**src/rtl/fetch_pkg.sv**
```systemverilog
// Shared definitions for the fetch sequencer slice.
// Holds the sequencer state encoding, the redirect priority encodings,
// the default reset/exception vectors and the pending-buffer overwrite rule.
package fetch_pkg;

  typedef enum logic [1:0] {
    ST_BOOT  = 2'd0,
    ST_FETCH = 2'd1,
    ST_WAIT  = 2'd2
  } fetch_state_e;

  localparam logic [1:0] PRIO_NONE = 2'd0;
  localparam logic [1:0] PRIO_JR   = 2'd1;
  localparam logic [1:0] PRIO_BR   = 2'd2;
  localparam logic [1:0] PRIO_EXC  = 2'd3;

  localparam logic [31:0] RESET_VECTOR_DEF = 32'h0000_0000;
  localparam logic [31:0] EXC_VECTOR_DEF   = 32'h0000_0080;
  localparam logic [31:0] PC_STEP_DEF      = 32'd4;

  // A newer redirect replaces a buffered one on equal or higher priority,
  // so the most recent of two same-class redirects is the one honoured.
  function automatic logic prio_overrides(input logic [1:0] new_prio,
                                          input logic [1:0] held_prio);
    return (new_prio >= held_prio);
  endfunction

endpackage

```
**src/rtl/fetch_sequencer_redirect_arbiter.sv**
```systemverilog
// Combinational redirect arbiter.
// Picks the highest-priority redirect among exception, taken branch and
// jump-register, and decides how it interacts with the pending buffer.
// Ports:
//   exception/branch_taken/jump_reg + targets : raw redirect sources
//   pend_valid/pend_prio/pend_tgt             : current pending buffer
//   redir_now/redir_prio/redir_tgt            : this-cycle winner
//   pend_load                                 : winner should overwrite buffer
//   win_valid/win_tgt                         : pending-vs-now winner
module redirect_arbiter
  import fetch_pkg::*;
#(
  parameter logic [31:0] EXC_VECTOR = EXC_VECTOR_DEF
) (
  input  logic        exception,
  input  logic        branch_taken,
  input  logic [31:0] branch_target,
  input  logic        jump_reg,
  input  logic [31:0] jump_target,
  input  logic        pend_valid,
  input  logic [1:0]  pend_prio,
  input  logic [31:0] pend_tgt,
  output logic        redir_now,
  output logic [1:0]  redir_prio,
  output logic [31:0] redir_tgt,
  output logic        pend_load,
  output logic        win_valid,
  output logic [31:0] win_tgt
);

  // Fixed-priority select of the redirect source for this cycle.
  always_comb begin
    redir_prio = PRIO_NONE;
    redir_tgt  = 32'h0000_0000;
    if (exception) begin
      redir_prio = PRIO_EXC;
      redir_tgt  = EXC_VECTOR;
    end else if (branch_taken) begin
      redir_prio = PRIO_BR;
      redir_tgt  = branch_target;
    end else if (jump_reg) begin
      redir_prio = PRIO_JR;
      redir_tgt  = jump_target;
    end else begin
      redir_prio = PRIO_NONE;
      redir_tgt  = 32'h0000_0000;
    end
  end

  assign redir_now = (redir_prio != PRIO_NONE);

  // An empty buffer holds PRIO_NONE, so any real redirect overrides it.
  assign pend_load = redir_now && prio_overrides(redir_prio, pend_prio);
  assign win_valid = redir_now || pend_valid;
  assign win_tgt   = pend_load ? redir_tgt : pend_tgt;

endmodule

```
**src/rtl/fetch_sequencer.sv**
```systemverilog
// Fetch sequencer: owns the PC and sequences instruction fetch against a
// ready-handshaked instruction memory, with redirect arbitration, stall
// handling and a one-deep pending-redirect buffer for redirects that
// arrive while a fetch is outstanding.
// Ports:
//   clk, rst                  : clock, async active-high reset
//   stall                     : decode cannot accept an instruction
//   exception/branch_taken/jump_reg (+targets) : redirect sources
//   imem_ready                : memory completes the current request
//   imem_req/imem_addr        : fetch request and address (= pc)
//   pc                        : PC register
//   inst_valid                : returned instruction is good for decode
//   flush                     : kill IF/ID this cycle
//   redirect_pending          : pending buffer occupied
module fetch_sequencer
  import fetch_pkg::*;
#(
  parameter logic [31:0] RESET_VECTOR = RESET_VECTOR_DEF,
  parameter logic [31:0] EXC_VECTOR   = EXC_VECTOR_DEF,
  parameter logic [31:0] PC_STEP      = PC_STEP_DEF
) (
  input  logic        clk,
  input  logic        rst,
  input  logic        stall,
  input  logic        exception,
  input  logic        branch_taken,
  input  logic [31:0] branch_target,
  input  logic        jump_reg,
  input  logic [31:0] jump_target,
  input  logic        imem_ready,
  output logic        imem_req,
  output logic [31:0] imem_addr,
  output logic [31:0] pc,
  output logic        inst_valid,
  output logic        flush,
  output logic        redirect_pending
);

  fetch_state_e state_r, state_nxt_s;
  logic [31:0]  pc_r, pc_nxt_s;
  logic         pend_valid_r, pend_valid_nxt_s;
  logic [1:0]   pend_prio_r, pend_prio_nxt_s;
  logic [31:0]  pend_tgt_r, pend_tgt_nxt_s;

  logic         redir_now_s, pend_load_s, win_valid_s;
  logic [1:0]   redir_prio_s;
  logic [31:0]  redir_tgt_s, win_tgt_s;

  redirect_arbiter #(.EXC_VECTOR(EXC_VECTOR)) u_arb (
    .exception    (exception),
    .branch_taken (branch_taken),
    .branch_target(branch_target),
    .jump_reg     (jump_reg),
    .jump_target  (jump_target),
    .pend_valid   (pend_valid_r),
    .pend_prio    (pend_prio_r),
    .pend_tgt     (pend_tgt_r),
    .redir_now    (redir_now_s),
    .redir_prio   (redir_prio_s),
    .redir_tgt    (redir_tgt_s),
    .pend_load    (pend_load_s),
    .win_valid    (win_valid_s),
    .win_tgt      (win_tgt_s)
  );

  // Next-state, next-PC, pending-buffer update and handshake outputs.
  always_comb begin
    state_nxt_s      = state_r;
    pc_nxt_s         = pc_r;
    pend_valid_nxt_s = pend_valid_r;
    pend_prio_nxt_s  = pend_prio_r;
    pend_tgt_nxt_s   = pend_tgt_r;
    imem_req         = 1'b0;
    inst_valid       = 1'b0;
    flush            = 1'b0;
    case (state_r)
      ST_BOOT: begin
        // No flush out of BOOT: IF/ID holds nothing yet.
        if (redir_now_s) begin
          pc_nxt_s = redir_tgt_s;
        end else begin
          pc_nxt_s = pc_r;
        end
        state_nxt_s = ST_FETCH;
      end
      ST_FETCH: begin
        flush = redir_now_s;
        if (stall) begin
          // No request is issued, so a redirect can go straight to pc.
          if (redir_now_s) begin
            pc_nxt_s = redir_tgt_s;
          end else begin
            pc_nxt_s = pc_r;
          end
        end else begin
          imem_req = 1'b1;
          if (imem_ready) begin
            inst_valid = !redir_now_s;
            pc_nxt_s   = redir_now_s ? redir_tgt_s : (pc_r + PC_STEP);
          end else begin
            // Address must stay stable while the request is open.
            if (pend_load_s) begin
              pend_valid_nxt_s = 1'b1;
              pend_prio_nxt_s  = redir_prio_s;
              pend_tgt_nxt_s   = redir_tgt_s;
            end else begin
              pend_valid_nxt_s = pend_valid_r;
            end
            state_nxt_s = ST_WAIT;
          end
        end
      end
      ST_WAIT: begin
        // Request stays up regardless of stall until memory completes.
        flush    = redir_now_s;
        imem_req = 1'b1;
        if (imem_ready) begin
          pend_valid_nxt_s = 1'b0;
          pend_prio_nxt_s  = PRIO_NONE;
          pend_tgt_nxt_s   = 32'h0000_0000;
          state_nxt_s      = ST_FETCH;
          if (win_valid_s) begin
            pc_nxt_s = win_tgt_s;
          end else if (stall) begin
            // Decode can't take it: drop and refetch the same address.
            pc_nxt_s = pc_r;
          end else begin
            inst_valid = 1'b1;
            pc_nxt_s   = pc_r + PC_STEP;
          end
        end else begin
          if (pend_load_s) begin
            pend_valid_nxt_s = 1'b1;
            pend_prio_nxt_s  = redir_prio_s;
            pend_tgt_nxt_s   = redir_tgt_s;
          end else begin
            pend_valid_nxt_s = pend_valid_r;
          end
        end
      end
      default: begin
        state_nxt_s = ST_BOOT;
      end
    endcase
  end

  // State, PC and pending-buffer registers.
  always_ff @(posedge clk or posedge rst) begin
    if (rst) begin
      state_r      <= ST_BOOT;
      pc_r         <= RESET_VECTOR;
      pend_valid_r <= 1'b0;
      pend_prio_r  <= PRIO_NONE;
      pend_tgt_r   <= 32'h0000_0000;
    end else begin
      state_r      <= state_nxt_s;
      pc_r         <= pc_nxt_s;
      pend_valid_r <= pend_valid_nxt_s;
      pend_prio_r  <= pend_prio_nxt_s;
      pend_tgt_r   <= pend_tgt_nxt_s;
    end
  end

  assign imem_addr        = pc_r;
  assign pc               = pc_r;
  assign redirect_pending = pend_valid_r;

endmodule

```
**config.mk**
```make
export PLATFORM = sky130hd
export DESIGN_NAME = fetch_sequencer
export DESIGN_NICKNAME = d
export VERILOG_FILES = /design/src/rtl/fetch_pkg.sv /design/src/rtl/fetch_sequencer_redirect_arbiter.sv /design/src/rtl/fetch_sequencer.sv
export SDC_FILE = /design/constraint.sdc
export NUM_CORES = 1
export LEC_CHECK = 0
export CORE_AREA = 5 5 122 124
export CTS_CLUSTER_DIAMETER = 40
export DETAILED_ROUTE_END_ITERATION = 12
export DIE_AREA = 0 0 127 129
export GPL_TIMING_DRIVEN = 1
export PLACE_DENSITY_LB_ADDON = 0.3
export RECOVER_POWER = 25
export SYNTH_ARGS = -nofsm -noshare
export SYNTH_HDL_FRONTEND = slang
export SYNTH_SLANG_ARGS = --single-unit
```
**constraint.sdc**
```tcl
create_clock -name clk -period 5.2 [get_ports clk]
set_input_delay 0.52 -clock clk [delete_from_list [all_inputs] [get_ports clk]]
set_output_delay 0.52 -clock clk [all_outputs]
set_load 0.02 [all_outputs]
```
==> out/qor.tcl, run 1 <==
set qor(finClkSkew_ns) 0.00883
set qor(finalHoldViolations) 0
set qor(cts.htree.levels) 3
set qor(switching_share) 0.468
set qor(worst_skew_pair.late_latency_ns) 0.34
set qor(max_cap_violations) 1
set qor(layout_cell_share_with_drive_strength_beyond_1) 0.0900
set qor(final_common_cell) {sky130_fd_sc_hd__clkdlybuf4s50_1}
set qor(clock_root_buffer) {sky130_fd_sc_hd__clkbuf_16}
set qor(worst-slew-pin-transition_ns) 2.45
set qor(critical_path_required_ns) 5.12
set qor(clock_pin_transition_on_the_worst_setup_and_hold_timing_paths_ns) 0.06
set qor(grt_pass1_wl_mm) 30.3
set qor(first_pass_iters) 6
set qor(antenna_cells_inserted) 0
set qor(maximum_number_of_pins_on_one_net_before_global_route_repair) 42
set qor(total_i_o_pin_count) 139
set qor(initial_utilization) 0.392
set qor(cts_hold_buf) 0
set qor(synth_xor_xnor_area_share) 0.0278
set qor(routed_wirelength_mm) 19.5
set qor(synthesis.area_sq_mm) 0.00536
set qor(tritoncts) {yes}
set qor(final.fill_count) 1292
set qor(timing.critical_path.to_type) {asynchronous set/reset pin}
set qor(async_reset_ff_frac) 1.00
set qor(setup.worst_path.start_class) {input pin}
set qor(grt_pass1_vias) 5430
set qor(switching_power_mw) 1.77
set qor(synth-compound-area-share) 0.299
set qor(remaining_drc_errors) 0
set qor(syn-instance-count) 641
set qor(yosys.area.top_type_share) 0.322
set qor(yosys_register_bits) 69
set qor(fin_tns_setup_ns) 0
set qor(die-width_um) 127
set qor(path_buf_inv) 3
set qor(worst_ir_drop_vdd_mv) 0.246
set qor(period_share) 0.732
set qor(layout_common_cells) {sky130_fd_sc_hd__clkdlybuf4s50_1 (136), sky130_fd_sc_hd__nand2_1 (78), sky130_fd_sc_hd__dfrtp_1 (69)}
set qor(dr_iter_0_viols) 617
set qor(run_status) {complete, but fails checks}
set qor(grt.total_usage) 0.234
set qor(total_leakage_power_nw) 2.68
set qor(cp_slowest_cell) {sky130_fd_sc_hd__clkbuf_1}
set qor(area.growth.synth_to_final_pct) 28.0
set qor(dp_worst_setup_slack_ns) 1.20
set qor(cts_sinks) 69
set qor(worst_slack_ns) 1.39
set qor(cts.repair_timing.setup_buffer_count) 0
set qor(core_area_sq_mm) 0.0137
set qor(num_vias) 5608
set qor(buffer_ports.inserted) 138
set qor(placementRows) 43
set qor(report.final.slew_viol_count) 42
set qor(overflow) 0
set qor(synth-warning-count) 0
set qor(ys_seq_area_frac) 0.322
set qor(failing_checks) {max-capacitance violations, max-slew violations}
set qor(synthTopCellsByArea) {sky130_fd_sc_hd__dfrtp_1 (32%), sky130_fd_sc_hd__nand2_1 (5.5%), sky130_fd_sc_hd__buf_4 (4.9%)}
set qor(critPathMaxStageDelay_ns) 1.82
set qor(clock_path_buffers) 2
set qor(slew-limit-headroom) -0.633
set qor(drt-wirelength-per-cell_um) 21.7
set qor(cts_buffers) 9
set qor(setup-violations-final) 0
set qor(synth.avg_cell_area_sq_um) 8.36
set qor(via_per_inst) 6.22
set qor(critPathArrivalTime_ns) 3.73
set qor(synth_top_flop_cell) {sky130_fd_sc_hd__dfrtp_1}
set qor(finalWorstPathRequiredPeriod_ns) 3.81
set qor(yosys.area.top_type) {sky130_fd_sc_hd__dfrtp_1}
set qor(count_of_flip_flops_with_a_built_in_enable_after_synthesis) 0
set qor(powerDensity_mw_per_mm2) 552
set qor(crit_path_cell_trace) {dlygate4sd3_1 -> inv_1 -> clkbuf_1}
set qor(grt_antenna_before_repair) 0
set qor(final_antenna_net_count) 0
set qor(synth_top_family_by_area) {compound AO/OA/AOI/OAI gates}
set qor(gp_congestion) 0.903
set qor(netlist-cell-type-count) 78
set qor(cellInternalPower_mw) 2.02
set qor(power.clock.fraction) 0.163
set qor(fmax_mhz) 263
set qor(finish.net_count) 797
set qor(cts_resized) 0
set qor(criticalPathCategory) {input pin to asynchronous set/reset pin}
set qor(synth-simple-area-share) 0.210
set qor(crit_family) {buffers and inverters}
set qor(timing.hold.worst.class) {flip-flop to flip-flop}
set qor(comb_power_share) 0.556
set qor(rsz_0062_raised_after_global_routing) {false}
set qor(synth_mux_area_frac) 0.0245
set qor(critical_path_peak_fanout) 41
set qor(synth_fp_nets) 718
set qor(final_util) 0.502
set qor(post-dp-hpwl_mm) 13.7
set qor(die_y_um) 129
set qor(sequentialPowerShare) 0.281
set qor(p_total_mw) 3.79
set qor(adder_cell_share_of_the_synthesized_area) 0.0140
set qor(floorplan.die_area_sq_mm) 0.0164
-- cells by family after synthesis --
kind of cell	count (synthesis)
adders and majority gates	6
AOI/OAI and AO/OA	227
xor gates and xnor gates	17
DFF	69
muxes	13
and+or+nand+nor	211
buffers and inverters	98
-- worst reg2reg max path: stages, from the launching register on --
cell and delay [ns]:
sky130_fd_sc_hd__dfrtp_1 0.37, sky130_fd_sc_hd__inv_1 0.09, sky130_fd_sc_hd__ha_1 0.47, sky130_fd_sc_hd__nor2b_1 0.31
sky130_fd_sc_hd__and2_2 0.29, sky130_fd_sc_hd__a21oi_2 0.69, sky130_fd_sc_hd__and2_1 0.55, sky130_fd_sc_hd__a21oi_4 0.20
sky130_fd_sc_hd__o221ai_1 0.26
-- Yosys cell counts, types with 3 or more instances --
| cell type | count |
|---|---|
| sky130_fd_sc_hd__o31ai_1 | 5 |
| sky130_fd_sc_hd__a22o_1 | 17 |
| sky130_fd_sc_hd__nand3_1 | 19 |
| sky130_fd_sc_hd__a211oi_1 | 5 |
| sky130_fd_sc_hd__or2_2 | 10 |
| sky130_fd_sc_hd__o211ai_1 | 5 |
| sky130_fd_sc_hd__ha_1 | 6 |
| sky130_fd_sc_hd__and2_1 | 5 |
| sky130_fd_sc_hd__xnor2_1 | 7 |
| sky130_fd_sc_hd__inv_1 | 15 |
| sky130_fd_sc_hd__a21oi_1 | 42 |
| sky130_fd_sc_hd__o21bai_1 | 3 |
| sky130_fd_sc_hd__nor2b_1 | 10 |
| sky130_fd_sc_hd__mux2i_1 | 12 |
| sky130_fd_sc_hd__o21ai_0 | 34 |
| sky130_fd_sc_hd__nand2_1 | 78 |
| sky130_fd_sc_hd__o21ai_1 | 10 |
| sky130_fd_sc_hd__a32oi_1 | 5 |
| sky130_fd_sc_hd__o221ai_1 | 13 |
| sky130_fd_sc_hd__nand4_1 | 5 |
| sky130_fd_sc_hd__a21o_1 | 3 |
| sky130_fd_sc_hd__a311oi_1 | 3 |
| sky130_fd_sc_hd__or3_1 | 4 |
| sky130_fd_sc_hd__buf_2 | 17 |
| sky130_fd_sc_hd__o22ai_1 | 9 |
| sky130_fd_sc_hd__dfrtp_1 | 69 |
| sky130_fd_sc_hd__xor2_1 | 10 |
| sky130_fd_sc_hd__nor4_1 | 4 |
| sky130_fd_sc_hd__nand3b_1 | 10 |
| sky130_fd_sc_hd__clkbuf_1 | 25 |
| sky130_fd_sc_hd__o21ai_2 | 10 |
| sky130_fd_sc_hd__a22oi_1 | 27 |
| sky130_fd_sc_hd__and3_1 | 4 |
| sky130_fd_sc_hd__a31oi_1 | 5 |
| sky130_fd_sc_hd__buf_4 | 35 |
| sky130_fd_sc_hd__a32o_1 | 6 |
| sky130_fd_sc_hd__nor3_1 | 11 |
| sky130_fd_sc_hd__nor2_1 | 31 |
| sky130_fd_sc_hd__buf_6 | 4 |
-- path summary, 6_finish.rpt --
path                            cells after the start           start  slack (ns)             end
worst max-delay path                                3             rst        1.39  pend_tgt_r[15]
min in group asynchronous                           2             rst        0.93  pend_tgt_r[18]
worst max register to register                      8      state_r[0]        1.86   imem_addr[27]
worst min-delay path                                2  pend_tgt_r[23]        0.49  pend_tgt_r[23]
max in group clk                                    5    branch_taken        1.40           flush
worst min register to register                      2  pend_tgt_r[23]        0.49  pend_tgt_r[23]
-- layout make-up --
cell class                      count  area, sq um  area share
Multi-Input combinational cell    474         3090       0.451
Sequential cell                    69         1730       0.252
Timing Repair Buffer              151         1480       0.215
Clock buffer                       11          253      0.0368
Tap cell                          180          225      0.0328
Inverter                           15         56.3     0.00820
Clock inverter                      2         35.0     0.00510
-- per-stage QoR --
stage / cells / hold WS [ns] / instance area, sq um
floorplan: 641 / 0.447 / 5360
CTS: 902 / 0.486 / 6870
finish: 902 / 0.487 / 6860
global route: 902 / 0.506 / 6860
detailed placement: 889 / 0.474 / 6580
global placement: 889 / 0.460 / 6580
-- flip-flops by register name, indices dropped and copies added, names as in the netlist --
register,flops
imem_addr,32
state_r,2
redirect_pending,1
pend_prio_r,2
pend_tgt_r,32
-- layer usage --
| layer | vias to the layer above | share of wire | global-route usage |
|---|---|---|---|
| met3 | 35 | 0.092 | 0.0486 |
| met4 | 0 | 0.032 | 0.0959 |
| met1 | 2709 | 0.40 | 0.307 |
| met5 | - | 0 | 0 |
| li1 | 2499 | - | - |
| met2 | 365 | 0.47 | 0.379 |
-- power groups by stage --
stage               Combinational, mW  Clock [mW]  Sequential [mW]
finish                           2.11       0.619             1.06
global placement                 2.04           0             1.05
floorplan                        1.33           0             1.09
CTS                              2.08       0.621             1.06
global route                     2.24       0.642             1.10
detailed placement               2.07           0             1.06
Note: power is estimated with default switching activity, not from simulation.
==> run 2, diff against run 1 <==
clock period = 3.3 ns   (was 5.2 ns; I/O delays follow)
==> run 2 against run 1 <==
  * The run now ends clean
  * Clock power is 53% higher
  * Die area did not move
  * Routed wire length rose by 2.8%
  * Power up 62%
  * Cell area is 2.9% higher
  * Via count rose by 1.0%
  * Global-route usage grew 1.2 points
  * Sequential power grew 59%
  * Hold slack worse by 0.0059 ns
==> out/qor.tcl, run 2 (synthesized netlist as in run 1, its figures left out) <==
set qor(run_status) {finished, final reports clean}
set qor(max_cap_violations) 0 ;# -1
set qor(grt_pass1_wl_mm) 31.7 ;# +4.5%
set qor(layout_cell_share_with_drive_strength_beyond_1) 0.119 ;# +0.0291
set qor(reg_to_reg_startpoint) {state_r[1]}
set qor(p_total_mw) 6.13 ;# +62%
set qor(slew-limit-headroom) 0.0943 ;# +0.727
set qor(fin_area_sq_mm) 0.00706 ;# +2.9%
set qor(num_vias) 5666 ;# +1.0%
set qor(setup.worst_path.start_class) {input pin}
set qor(final_antenna_net_count) 0 ;# unchanged
set qor(initial_utilization) 0.392 ;# unchanged
set qor(setup-violations-final) 0 ;# unchanged
set qor(buffer_ports.inserted) 138 ;# unchanged
set qor(finClkSkew_ns) 0.00558 ;# -0.00325 ns
set qor(routed_wirelength_mm) 20.1 ;# +2.8%
set qor(worst-slew-pin-transition_ns) 1.36 ;# -1.09 ns
set qor(die-width_um) 127 ;# unchanged
set qor(rrSetupSlack_ns) 0.61 ;# -1.25 ns
set qor(overflow) 0 ;# unchanged
set qor(period_share) 0.865
set qor(min_delay_worst_endpoint) {pend_prio_r[1]}
set qor(finalHoldViolations) 0 ;# unchanged
set qor(clock_path_buffers) 2 ;# unchanged
set qor(cts.repair_timing.setup_buffer_count) 0 ;# unchanged
set qor(final_common_cell) {sky130_fd_sc_hd__clkdlybuf4s50_1}
set qor(tritoncts) {yes}
set qor(multi_input_area_sq_mm) 0.00309 ;# unchanged
set qor(cts_hold_buf) 0 ;# unchanged
set qor(die_y_um) 129 ;# unchanged
set qor(finish.net_count) 821 ;# +3.0%
set qor(critical_path_peak_fanout) 8 ;# -80%
set qor(post-dp-hpwl_mm) 14.6 ;# +7.2%
set qor(antenna_cells_inserted) 0 ;# unchanged
set qor(maximum_number_of_pins_on_one_net_before_global_route_repair) 40 ;# -4.8%
set qor(criticalPathCategory) {input pin to output port}
set qor(worst_hold_startpoint) {pend_prio_r[1]}
set qor(finalWorstPathRequiredPeriod_ns) 2.85
set qor(via_per_inst) 6.11 ;# -1.7%
set qor(rr_endpoint) {imem_addr[17]}
set qor(worst_skew_pair.late_latency_ns) 0.34 ;# about the same
set qor(clock_root_buffer) {sky130_fd_sc_hd__clkbuf_16}
set qor(final.fill_count) 1307 ;# +1.2%
set qor(cts_resized) 0 ;# unchanged
set qor(timing.hold.worst.class) {flip-flop to flip-flop}
set qor(dr_iter_0_viols) 508 ;# -18%
set qor(rsz_0062_raised_after_global_routing) {false}
set qor(remaining_drc_errors) 0 ;# unchanged
set qor(floorplan.die_area_sq_mm) 0.0164 ;# unchanged
set qor(area.growth.synth_to_final_pct) 31.7
set qor(total_i_o_pin_count) 139 ;# unchanged
set qor(ff2ff_path_depth) 9 ;# +1
set qor(timing.critical_path.to_type) {output port}
set qor(total_leakage_power_nw) 2.80 ;# +4.6%
set qor(placementRows) 43 ;# unchanged
set qor(grt.total_usage) 0.246 ;# +0.0121
set qor(cts.htree.levels) 3 ;# unchanged
set qor(gp_congestion) 0.955 ;# +5.7%
set qor(cts_buffers) 9 ;# unchanged
set qor(worst_hold_slack_ns) 0.481 ;# -0.00588 ns
set qor(ff_latch_area_sq_mm) 0.00173 ;# unchanged
set qor(layout_common_cells) {sky130_fd_sc_hd__clkdlybuf4s50_1 (137), sky130_fd_sc_hd__nand2_1 (78), sky130_fd_sc_hd__dfrtp_1 (69)}
set qor(cts_sinks) 69 ;# unchanged
set qor(first_pass_iters) 6 ;# unchanged
set qor(grt_pass1_vias) 5798 ;# +6.8%
set qor(worstHoldPathCells) 2 ;# unchanged
set qor(placement.cell_area_sq_mm) 0.00680 ;# +3.3%
set qor(drt-wirelength-per-cell_um) 21.7 ;# about the same
set qor(grt_antenna_before_repair) 0 ;# unchanged
set qor(fmax_mhz) 350
set qor(core_area_sq_mm) 0.0137 ;# unchanged
set qor(report.final.slew_viol_count) 0 ;# -100%
set qor(worst_ir_drop_vdd_mv) 0.361 ;# +47%
set qor(critical_path_required_ns) 2.97 ;# -2.15 ns
set qor(clock_pin_transition_on_the_worst_setup_and_hold_timing_paths_ns) 0.05 ;# about the same
set qor(powerDensity_mw_per_mm2) 867 ;# +57%
set qor(fin_tns_setup_ns) 0 ;# unchanged
set qor(critPathArrivalTime_ns) 2.52 ;# -1.21 ns
-- run 2: cell types whose count changed in the layout (fill, tap and decap cells not counted) --
cell,previous run,this run
sky130_fd_sc_hd__a21boi_1,1,0
sky130_fd_sc_hd__o21ai_1,10,9
sky130_fd_sc_hd__dlygate4sd3_1,2,1
sky130_fd_sc_hd__clkbuf_2,0,1
sky130_fd_sc_hd__o21ai_0,33,34
sky130_fd_sc_hd__clkbuf_1,1,2
sky130_fd_sc_hd__a21boi_0,1,2
sky130_fd_sc_hd__buf_12,0,2
sky130_fd_sc_hd__clkbuf_8,2,1
sky130_fd_sc_hd__buf_4,12,34
sky130_fd_sc_hd__clkdlybuf4s50_1,136,137
-- run 2: how the worst max path moves through the flow --
stage	from	endpoint	slack, ns	depth (start not counted)
final	branch_taken	inst_valid	0.45	6
after global placement	stall	imem_addr[27]	0.34	8
after floorplan	exception	pend_tgt_r[19]	0.84	11
after CTS	branch_taken	inst_valid	0.48	6
after detailed placement	branch_taken	imem_addr[30]	0.28	10
after global routing	rst	imem_addr[14]	0.37	3
-- run 2: worst max-delay path: stages --
cell and delay, ns:
sky130_fd_sc_hd__clkdlybuf4s50_1 0.57, sky130_fd_sc_hd__nor3_4 0.45, sky130_fd_sc_hd__buf_4 0.21, sky130_fd_sc_hd__o2111a_1 0.22
sky130_fd_sc_hd__and2_1 0.14, sky130_fd_sc_hd__clkdlybuf4s50_1 0.60
-- run 2: power by group --
part | total (mW) | switching (mW) | internal, mW
Sequential | 1.69 | 0.481 | 1.20
Combinational | 3.49 | 2.01 | 1.48
Clock | 0.949 | 0.353 | 0.596
-- run 2: per-layer routing --
layer / vias up / track usage / wire length, um
li1: 2557 / - / -
met1: 2768 / 0.311 / 8330
met2: 282 / 0.402 / 9460
met3: 59 / 0.0502 / 1450
met4: 0 / 0.126 / 857
met5: - / 0 / 0
-- run 2: layout make-up --
type / count / share of cell area
clock buffer: 12 / 0.0349
clock inverter: 2 / 0.00496
inverter: 15 / 0.00797
multi-input combinational: 474 / 0.438
sequential: 69 / 0.244
tap: 180 / 0.0319
timing repair buffer: 175 / 0.238
-- run 2: through the flow --
| stage | setup slack [ns] | cells | util |
|---|---|---|---|
| after global routing | 0.372 | 927 | 0.517 |
| after floorplan | 0.837 | 641 | - |
| after CTS | 0.479 | 927 | 0.518 |
| final | 0.445 | 927 | 0.517 |
| after detailed placement | 0.283 | 913 | 0.497 |
| after global placement | 0.344 | 913 | 0.497 |
==> run 3, diff against run 2 <==
CORE_AREA = 5 5 119 121   (was 5 5 122 124)
DIE_AREA = 0 0 124 126   (was 0 0 127 129)
==> run 3 against run 2 <==
  * Via count decreased by 0.56%
  * Fmax decreased by 5.1%
  * Final cell count decreased by 0.11%
  * Global-route usage increased by 0.87 points
  * Clock-buffer cell count decreased by 1
  * Hold slack got worse by 0.0040 ns
  * Sequential power about the same
  * Critical endpoint unchanged
  * First-iteration DRC count increased by 11%
  * Highest routed layer unchanged
  * Clock skew increased by 0.0026 ns
==> out/qor.tcl, run 3 (synthesized netlist as in run 1, its figures left out) <==
set qor(grt_busiest_layer) {met2}
set qor(buffer_ports.inserted) 138 ;# unchanged
set qor(finish.net_count) 822 ;# +0.12%
set qor(clock_path_buffers) 2 ;# unchanged
set qor(drt-wirelength-per-cell_um) 21.3 ;# -1.9%
set qor(final_antenna_net_count) 0 ;# unchanged
set qor(cts.repair_timing.setup_buffer_count) 0 ;# unchanged
set qor(post-dp-hpwl_mm) 14.4 ;# -1.9%
set qor(timing.critical_path.to_type) {output port}
set qor(rrSetupSlack_ns) 0.58 ;# -0.03 ns
set qor(sequentialPowerShare) 0.273 ;# -0.002
set qor(switching_power_mw) 2.84 ;# -0.12%
set qor(num_vias) 5634 ;# -0.56%
set qor(clock_pin_transition_on_the_worst_setup_and_hold_timing_paths_ns) 0.06 ;# about the same
set qor(finalHoldViolations) 0 ;# unchanged
set qor(crit_path_cell_trace) {inv_1 -> ha_1 -> nor2b_1 -> o2111a_1 -> and2_1 -> clkdlybuf4s50_1}
set qor(ff2ff_path_depth) 9 ;# unchanged
set qor(layout_cell_share_with_drive_strength_beyond_1) 0.125 ;# +0.00619
set qor(fin_tns_setup_ns) 0 ;# unchanged
set qor(run_status) {finished, final reports clean}
set qor(groute.layer.met2.usage) 0.414 ;# +0.0126
set qor(floorplan.die_area_sq_mm) 0.0156 ;# -4.6%
set qor(placementRows) 42 ;# -2.3%
set qor(timing.hold.worst.class) {flip-flop to flip-flop}
set qor(powerDensity_mw_per_mm2) 871 ;# +0.37%
set qor(tritoncts) {yes}
set qor(multi_input_area_sq_mm) 0.00309 ;# unchanged
set qor(rr_endpoint) {imem_addr[24]}
set qor(overflow) 0 ;# unchanged
set qor(critPathArrivalTime_ns) 2.68 ;# +0.16 ns
set qor(total_i_o_pin_count) 139 ;# unchanged
set qor(routed_wirelength_mm) 19.7 ;# -2.0%
set qor(switching_share) 0.461 ;# -0.00356
set qor(worst_slack_ns) 0.293 ;# -0.152 ns
set qor(reg_to_reg_startpoint) {state_r[0]}
set qor(remaining_drc_errors) 0 ;# unchanged
set qor(maximum_number_of_pins_on_one_net_before_global_route_repair) 40 ;# unchanged
set qor(area.growth.synth_to_final_pct) 32.1
set qor(initial_utilization) 0.413 ;# +0.0207
set qor(gp_congestion) 0.930 ;# -2.7%
set qor(die_y_um) 126 ;# -2.3%
set qor(worst_ir_drop_vdd_mv) 0.474 ;# +31%
set qor(setup-violations-final) 0 ;# unchanged
set qor(period_share) 0.911 ;# +0.0461
set qor(critical_path_peak_fanout) 12 ;# +4
set qor(critical_path_required_ns) 2.97 ;# about the same
set qor(slew-limit-headroom) 0.127 ;# +0.0322
set qor(first_pass_iters) 6 ;# unchanged
set qor(dr_iter_0_viols) 563 ;# +11%
set qor(final_common_cell) {sky130_fd_sc_hd__clkdlybuf4s50_1}
set qor(grt_antenna_before_repair) 0 ;# unchanged
set qor(worst-slew-pin-transition_ns) 1.31 ;# -0.0483 ns
set qor(finalWorstPathRequiredPeriod_ns) 3.01 ;# +0.152 ns
set qor(total_leakage_power_nw) 2.81 ;# +0.27%
set qor(cts_hold_buf) 0 ;# unchanged
set qor(power.clock.fraction) 0.164 ;# +0.009
set qor(final.fill_count) 1234 ;# -5.6%
set qor(antenna_cells_inserted) 0 ;# unchanged
set qor(grt_pass1_wl_mm) 31.2 ;# -1.3%
set qor(die-width_um) 124 ;# -2.4%
set qor(max_cap_violations) 0 ;# unchanged
set qor(core_area_sq_mm) 0.0130 ;# -5.0%
set qor(rsz_0062_raised_after_global_routing) {false}
set qor(cts_buffers) 9 ;# unchanged
set qor(report.final.slew_viol_count) 0 ;# unchanged
set qor(setup.worst_path.start_class) {flip-flop}
set qor(cts_sinks) 69 ;# unchanged
set qor(grt.total_usage) 0.255 ;# +0.00867
set qor(fmax_mhz) 333 ;# -5.1%
set qor(criticalPathCategory) {flip-flop to output port}
set qor(cp_slowest_cell) {sky130_fd_sc_hd__clkdlybuf4s50_1}
set qor(dp_worst_setup_slack_ns) 0.207 ;# -0.0761 ns
set qor(min_delay_worst_endpoint) {pend_tgt_r[27]}
set qor(via_per_inst) 6.08 ;# -0.46%
set qor(clock_root_buffer) {sky130_fd_sc_hd__clkbuf_16}
set qor(ff_latch_area_sq_mm) 0.00173 ;# unchanged
set qor(layout_common_cells) {sky130_fd_sc_hd__clkdlybuf4s50_1 (137), sky130_fd_sc_hd__nand2_1 (78), sky130_fd_sc_hd__dfrtp_1 (69)}
set qor(grt_use_met3) 0.0413 ;# -0.00897
set qor(grt.met1_usage) 0.323 ;# +0.0125
set qor(worst_skew_pair.late_latency_ns) 0.34 ;# about the same
set qor(comb_power_share) 0.563 ;# -0.007
set qor(worstHoldPathCells) 2 ;# unchanged
set qor(critPathMaxStageDelay_ns) 0.60 ;# about the same
set qor(cellInternalPower_mw) 3.32 ;# +1.3%
set qor(grt_pass1_vias) 5735 ;# -1.1%
set qor(cts.htree.levels) 3 ;# unchanged
set qor(worst_hold_startpoint) {pend_tgt_r[27]}
set qor(finClkSkew_ns) 0.00820 ;# +0.00263 ns
set qor(cts_resized) 0 ;# unchanged
run 3: cell types whose count changed in the layout (fill, tap and decap cells not counted):
cell	change
sky130_fd_sc_hd__clkbuf_8	+1
sky130_fd_sc_hd__clkinv_4	+1
sky130_fd_sc_hd__clkbuf_1	-2
sky130_fd_sc_hd__buf_4	+2
sky130_fd_sc_hd__clkinvlp_4	+2
sky130_fd_sc_hd__buf_12	-1
run 3: how the worst max path moves through the flow:
stage	depth (start not counted)	start	to
finish	6	state_r[0]	inst_valid
global route	6	state_r[0]	inst_valid
global placement	10	exception	imem_addr[28]
CTS	6	state_r[0]	inst_valid
detailed placement	10	exception	imem_addr[24]
floorplan	11	exception	pend_tgt_r[19]
run 3: metrics by stage:
stage	hold WS [ns]	cell area (sq um)	cells	power, mW	utilization
floorplan	0.447	5360	641	3.80	-
global placement	0.462	6790	910	5.04	0.523
detailed placement	0.467	6790	910	5.12	0.523
CTS	0.463	7100	926	6.15	0.547
global route	0.495	7080	926	6.51	0.546
finish	0.477	7080	926	6.17	0.546
run 3: final cells by class:
type | count | area share
Clock inverter | 5 | 0.00830
Clock buffer | 11 | 0.0357
Timing Repair Buffer | 176 | 0.237
Tap cell | 176 | 0.0311
Inverter | 15 | 0.00795
Multi-Input combinational cell | 474 | 0.436
Sequential cell | 69 | 0.244
run 3: worst max-delay path, delay by kind of cell (launching register included):
family	cells	cell delay, ns
adder cells (fa/ha/maj)	1	0.45
flip-flops	1	0.40
AND/OR/NAND/NOR	2	0.54
buffers and inverters	2	0.72
AO/OA/AOI/OAI	1	0.25
run 3: power groups by stage:
| stage | sequential, mW | clock, mW | combinational [mW] |
|---|---|---|---|
| floorplan | 1.71 | 0 | 2.09 |
| global placement | 1.66 | 0 | 3.38 |
| detailed placement | 1.68 | 0 | 3.44 |
| CTS | 1.67 | 1.02 | 3.45 |
| global route | 1.74 | 1.06 | 3.71 |
| finish | 1.68 | 1.01 | 3.47 |
run 3: routing by layer:
layer	vias up	routed length (um)
met2	296	9360
met1	2722	8020
met4	0	855
met5	-	0
met3	60	1440
li1	2556	-
